[src/rtl/mainfsm.sv]
// Multicycle MIPS main control unit. It is a Moore FSM that runs each instruction
// through fetch, decode and an execution sequence chosen by the opcode.
module mainfsm (
    input  logic       clk,
    input  logic       reset,
    input  logic [5:0] op,
    input  logic       zero,
    output logic       memwrite,
    output logic       iord,
    output logic       irwrite,
    output logic       regdst,
    output logic       memtoreg,
    output logic       regwrite,
    output logic       alusrca,
    output logic [1:0] alusrcb,
    output logic [1:0] aluop,
    output logic [1:0] pcsrc,
    output logic       pcen,
    output logic [3:0] state
);

    typedef enum logic [3:0] {
        FETCH    = 4'd0,
        DECODE   = 4'd1,
        MEMADR   = 4'd2,
        MEMRD    = 4'd3,
        MEMWB    = 4'd4,
        MEMWR    = 4'd5,
        EXECUTE  = 4'd6,
        ALUWB    = 4'd7,
        BRANCH   = 4'd8,
        ADDIEXEC = 4'd9,
        ADDIWB   = 4'd10,
        JUMP     = 4'd11
    } state_t;

    localparam logic [5:0] OP_LW    = 6'b100011;
    localparam logic [5:0] OP_SW    = 6'b101011;
    localparam logic [5:0] OP_RTYPE = 6'b000000;
    localparam logic [5:0] OP_BEQ   = 6'b000100;
    localparam logic [5:0] OP_ADDI  = 6'b001000;
    localparam logic [5:0] OP_J     = 6'b000010;

    state_t state_q;
    state_t state_d;
    logic   pcwrite;
    logic   branch;

    always_ff @(posedge clk or posedge reset) begin
        if (reset) begin
            state_q <= FETCH;
        end else begin
            state_q <= state_d;
        end
    end

    // op is only looked at in DECODE and MEMADR, so it may change freely elsewhere
    always_comb begin
        state_d = FETCH;
        case (state_q)
            FETCH:    state_d = DECODE;
            DECODE: begin
                case (op)
                    OP_LW, OP_SW: state_d = MEMADR;
                    OP_RTYPE:     state_d = EXECUTE;
                    OP_BEQ:       state_d = BRANCH;
                    OP_ADDI:      state_d = ADDIEXEC;
                    OP_J:         state_d = JUMP;
                    default:      state_d = FETCH;
                endcase
            end
            MEMADR:   state_d = (op == OP_LW) ? MEMRD : MEMWR;
            MEMRD:    state_d = MEMWB;
            EXECUTE:  state_d = ALUWB;
            ADDIEXEC: state_d = ADDIWB;
            default:  state_d = FETCH;
        endcase
    end

    always_comb begin
        memwrite = 1'b0;
        iord     = 1'b0;
        irwrite  = 1'b0;
        regdst   = 1'b0;
        memtoreg = 1'b0;
        regwrite = 1'b0;
        alusrca  = 1'b0;
        alusrcb  = 2'b00;
        aluop    = 2'b00;
        pcsrc    = 2'b00;
        pcwrite  = 1'b0;
        branch   = 1'b0;
        case (state_q)
            FETCH: begin
                irwrite = 1'b1;
                alusrcb = 2'b01;
                pcwrite = 1'b1;
            end
            DECODE:   alusrcb = 2'b11;
            MEMADR: begin
                alusrca = 1'b1;
                alusrcb = 2'b10;
            end
            MEMRD:    iord = 1'b1;
            MEMWB: begin
                memtoreg = 1'b1;
                regwrite = 1'b1;
            end
            MEMWR: begin
                iord     = 1'b1;
                memwrite = 1'b1;
            end
            EXECUTE: begin
                alusrca = 1'b1;
                aluop   = 2'b10;
            end
            ALUWB: begin
                regdst   = 1'b1;
                regwrite = 1'b1;
            end
            BRANCH: begin
                alusrca = 1'b1;
                aluop   = 2'b01;
                pcsrc   = 2'b01;
                branch  = 1'b1;
            end
            ADDIEXEC: begin
                alusrca = 1'b1;
                alusrcb = 2'b10;
            end
            ADDIWB:   regwrite = 1'b1;
            JUMP: begin
                pcsrc   = 2'b10;
                pcwrite = 1'b1;
            end
            default: ;
        endcase
    end

    // Branch resolution happens in the same cycle as BRANCH, so zero feeds pcen directly
    assign pcen  = pcwrite | (branch & zero);
    assign state = state_q;

endmodule
[config.mk]
export PLATFORM = sky130hd
export DESIGN_NAME = mainfsm
export DESIGN_NICKNAME = d
export VERILOG_FILES = /design/src/rtl/mainfsm.sv
export SDC_FILE = /design/constraint.sdc
export NUM_CORES = 1
export LEC_CHECK = 0
export CAP_MARGIN = 5
export CORE_AREA = 2 2 39 41
export CTS_CLUSTER_SIZE = 40
export DETAILED_ROUTE_END_ITERATION = 6
export DIE_AREA = 0 0 41 43
export GPL_TIMING_DRIVEN = 0
export PLACE_DENSITY = 0.72
export SETUP_SLACK_MARGIN = 0.3
export SYNTH_ARGS = -nofsm -noshare
export SYNTH_HDL_FRONTEND = slang
export SYNTH_SLANG_ARGS = --single-unit
[constraint.sdc]
create_clock -name clk -period 3.3 [get_ports clk]
set_input_delay 0.99 -clock clk [delete_from_list [all_inputs] [get_ports clk]]
set_output_delay 0.99 -clock clk [all_outputs]
set_load 0.005 [all_outputs]
Word level (Yosys, flattened, before mapping):

Cells that the tools add are included.

* equality and inequality tests: 16
* mux-type cells: 15
* bitwise logic cells: 2
* reductions and logical operators: 8

Operators with widths (count)
* one-hot mux 4 bit (6 select lines): 1
* one-hot mux 4 bit (5 select lines): 1
* equality test 4 x 3 -> 1 bit (second input constant): 4
* equality test 4 bit (second input constant): 4
* equality test 6 bit (second input constant): 2
* two-way mux 1 bit: 9
* equality test 4 x 2 -> 1 bit (second input constant): 2
* one-hot mux 2 bit (2 select lines): 2
* OR reduction 2 bit: 4
* equality test 6 x 2 -> 1 bit (second input constant): 1
* equality test 6 x 3 -> 1 bit (second input constant): 1
* equality test 6 x 4 -> 1 bit (second input constant): 1
* zero test 6 bit: 1
* one-hot mux 2 bit (3 select lines): 1
* equality test 4 x 1 -> 1 bit (second input constant): 1
* zero test 4 bit: 1
* OR reduction 4 bit: 1
* two-way mux 3 bit: 1
* OR reduction 3 bit: 1
* bitwise AND 1 bit: 1
* bitwise OR 1 bit: 1

* register bits after elaboration: 4
* word-level logic and storage cells: 42

Depth between registers and ports, before layout:

* depth in word-level cells: 4
* mapped depth: 4
* gate-level depth less buffers: 3

Worst setup path after synthesis:

Ideal clock, no wire load.

* path type: input to output
* start: in zero
* end: out pcen
* arrival time: 1.199 ns
* required time: 2.310 ns
* path slack: 1.111 ns
* stages on the path: 2
* path through: o21ai_0 a21oi_1

* cells in the longest elaborated chain, start to end: 2

Ends and longest elaborated chain
* start: declaration: RTL line 7 `input logic zero,`
* bitwise AND 1 bit: RTL line 141 `assign pcen = pcwrite | (branch & zero);`
* bitwise OR 1 bit: RTL line 141
* end: declaration: RTL line 18 `output logic pcen,`

No other way between the ends.

Worst setup path after layout:

Ends and elaborated chain as after synthesis.

==> results <==
-- metrics by stage --
| stage | util | cells | hold WS, ns |
|---|---|---|---|
| finish | 0.528 | 107 | 0.689 |
| global route | 0.528 | 107 | 0.714 |
| CTS | 0.528 | 107 | 0.688 |
| detailed placement | 0.513 | 104 | 0.681 |
| global placement | 0.513 | 104 | 0.676 |
| floorplan | - | 62 | 0.632 |
-- area by class of cell --
class                           instances  area, sq um  share of cell area
Buffer                                  5         33.8              0.0462
Clock buffer                            3         22.5              0.0308
Inverter                                3         11.3              0.0154
Multi-Input combinational cell         50          284               0.389
Sequential cell                         4          100               0.137
Tap cell                               16         20.0              0.0274
Timing Repair Buffer                   26          259               0.354
-- worst min-delay path: cells and delay by family, from the launching register on --
kind	cells	cell delay, ns
simple gates	1	0.11
flops	1	0.34
compound gates	2	0.19
-- power groups by stage --
stage                     logic [mW]  registers [mW]  clock network (mW)
after floorplan                0.116          0.0746                   0
after global placement         0.248          0.0765                   0
after detailed placement       0.251          0.0776                   0
after CTS                      0.246          0.0768              0.0592
after global routing           0.267          0.0790              0.0651
final                          0.244          0.0763              0.0575
-- logic make-up (layout without fill, tap and decap cells) --
logic type / Yosys count / count (layout) / synth area share
buf+inv: 8 / 37 / 0.105
compound gates: 11 / 11 / 0.178
simple gates: 37 / 37 / 0.443
flops: 4 / 4 / 0.233
xor+xnor: 2 / 2 / 0.0408
-- per-layer routing --
| metal | GRT usage | routed length (microns) | share of wire |
|---|---|---|---|
| met5 | 0 | 0 | 0 |
| met4 | 0.0400 | 0 | 0 |
| met3 | 0.0314 | 74 | 0.062 |
| met2 | 0.238 | 605 | 0.51 |
| met1 | 0.199 | 506 | 0.43 |
-- cells in the mapped netlist, drive strengths merged (2+ instances only) --
cell	n
dfrtp	4
nor4	2
nand4b	2
nor2	9
xor2	2
nand2	5
o21ai	4
buf	5
nand2b	6
inv	3
nor3	6
nand3	3
and3	2
a21oi	2
-- how the worst max path moves through the flow --
stage / start / to / slack [ns] / cells after the start
2_1_floorplan: zero / pcen / 1.11 / 2
3_3_place_gp: zero / pcen / 0.16 / 4
3_5_place_dp: zero / pcen / 0.15 / 4
4_1_cts: zero / pcen / 0.42 / 4
5_1_grt: zero / pcen / 0.38 / 4
6_report: zero / pcen / 0.44 / 4
==> flow_metrics.env <==
export IMPL_status="completed"
export IMPL_syn_area_per_cell_sq_um=6.92
export IMPL_dp_hpwl_microns=936
export IMPL_synth_seq_area_share=0.233
export IMPL_fmax_mhz=349
export IMPL_p_sw_mw=0.142
export IMPL_syn_instance_count=62
export IMPL_reg2reg_depth=4
export IMPL_p_leak_nw=0.292
export IMPL_cts_num_sinks=4
export IMPL_synth_edf_count=0
export IMPL_io_buffers=26
export IMPL_cts_tree="done"
export IMPL_viasPerCell=5.13
export IMPL_holdPathStages=3
export IMPL_crit_fanout=1
export IMPL_setup_tns_ns=0
export IMPL_cts_hold_buf=0
export IMPL_num_vias=549
export IMPL_die_h_microns=43
export IMPL_min_period_ns=2.86
export IMPL_r2r_setup_slack_ns=2.10
export IMPL_yosys_most_used_dff="dfrtp_1"
export IMPL_dieWidth_microns=41
export IMPL_relSlewSlack=0.769
export IMPL_fin_crit_sh=0.868
export IMPL_p_comb_frac=0.646
export IMPL_power_frac_seq=0.202
export IMPL_final_cell_mix="clkdlybuf4s50_1 (25), nor2_1 (9), nand2b_1 (6), nor3_1 (6), nand2_1 (5)"
export IMPL_synth_nets=71
export IMPL_crit_arrival_ns=1.87
export IMPL_ant_nets=0
export IMPL_ir_worst_vdd_mv=0.263
export IMPL_p_int_mw=0.236
export IMPL_synth_distinct_cells=24
export IMPL_switching_share=0.375
export IMPL_hp_class="reg2reg"
export IMPL_rsz0062_at_grt="false"
export IMPL_drc=0
export IMPL_gp_congestion=0.783
export IMPL_drt_iter0_drc=8
export IMPL_grt_max_degree=11
export IMPL_dieArea_sq_um=1760
export IMPL_wl_per_cell_microns=11.1
export IMPL_syn_cell_area_sq_um=429
export IMPL_dp_slack_ns=0.151
export IMPL_crit_path_end_kind="output pin"
export IMPL_final_setup_viol_count=0
export IMPL_synthTopCellsByArea="dfrtp_1 (23%), nand2b_1 (8.7%), nor2_1 (7.9%)"
export IMPL_final_common_cell="clkdlybuf4s50_1"
export IMPL_cts_inserted_buffers=3
export IMPL_r2r_start="state[1]"
export IMPL_syn_to_final_growth_pct=70.3
export IMPL_slowest_delay_ns=0.46
export IMPL_grt_pass1_vias=452
export IMPL_finClkSkew_ns=0.000395
export IMPL_clk_pin_slew_worst_paths_ns=0.04
export IMPL_ios=27
export IMPL_maxCapViolCount=0
export IMPL_grt_pass1_wl_mm=1.84
export IMPL_cp_cell_sequence="clkdlybuf4s50_1 -> o21ai_0 -> a21oi_1 -> dlygate4sd2_1"
export IMPL_firstDrtPassIters=4
export IMPL_fin_area_sq_um=731
export IMPL_path_delay_family="buffers and inverters"
export IMPL_ys_ff_latch=4
export IMPL_num_rows=14
export IMPL_insertion_delay_ns=0.22
export IMPL_setup_slack_ns=0.437
export IMPL_async_flop_share=1.00
export IMPL_initial_core_util=0.310
export IMPL_post_cts_repair_setup_buffers=0
export IMPL_yosysWarnings=0
export IMPL_crit_type="in2out"
export IMPL_h_tree_depth=1
export IMPL_nets=102
export IMPL_maxSlewViolCount=0
export IMPL_critPathLaunchType="input port"
export IMPL_finalPower_mw=0.378
export IMPL_crit_buf_inv=2
export IMPL_layout_drive_gt1_share=0.110
export IMPL_yosysTopAreaCell="dfrtp_1"
export IMPL_clockBufferDepth=2
export IMPL_grt_overflow=0
export IMPL_powerDensity_nw_per_um2=517
export IMPL_r2r_end="state[0]"
export IMPL_synth_top_area_frac=0.233
export IMPL_clock_root_buffer="clkbuf_4"
export IMPL_min_from="state[3]"
export IMPL_tightest_slew_ns=0.344
export IMPL_critPathRequiredTime_ns=2.31
export IMPL_antenna_found_initial=0
export IMPL_cts_resized=1
export IMPL_placed_cell_area_sq_um=709
export IMPL_core_area_sq_um=1380
export IMPL_hold_end="state[2]"
export IMPL_wl_mm=1.19
export IMPL_largest_reg_flops=4
export IMPL_n_antenna_cell=0
export IMPL_slowest_stage="clkdlybuf4s50_1"
export IMPL_track_usage=0.150
export IMPL_hold_violations=0
export IMPL_nFillCells=146
export IMPL_p_clk_frac=0.152
No activity file was read; power rests on OpenSTA's default activity.
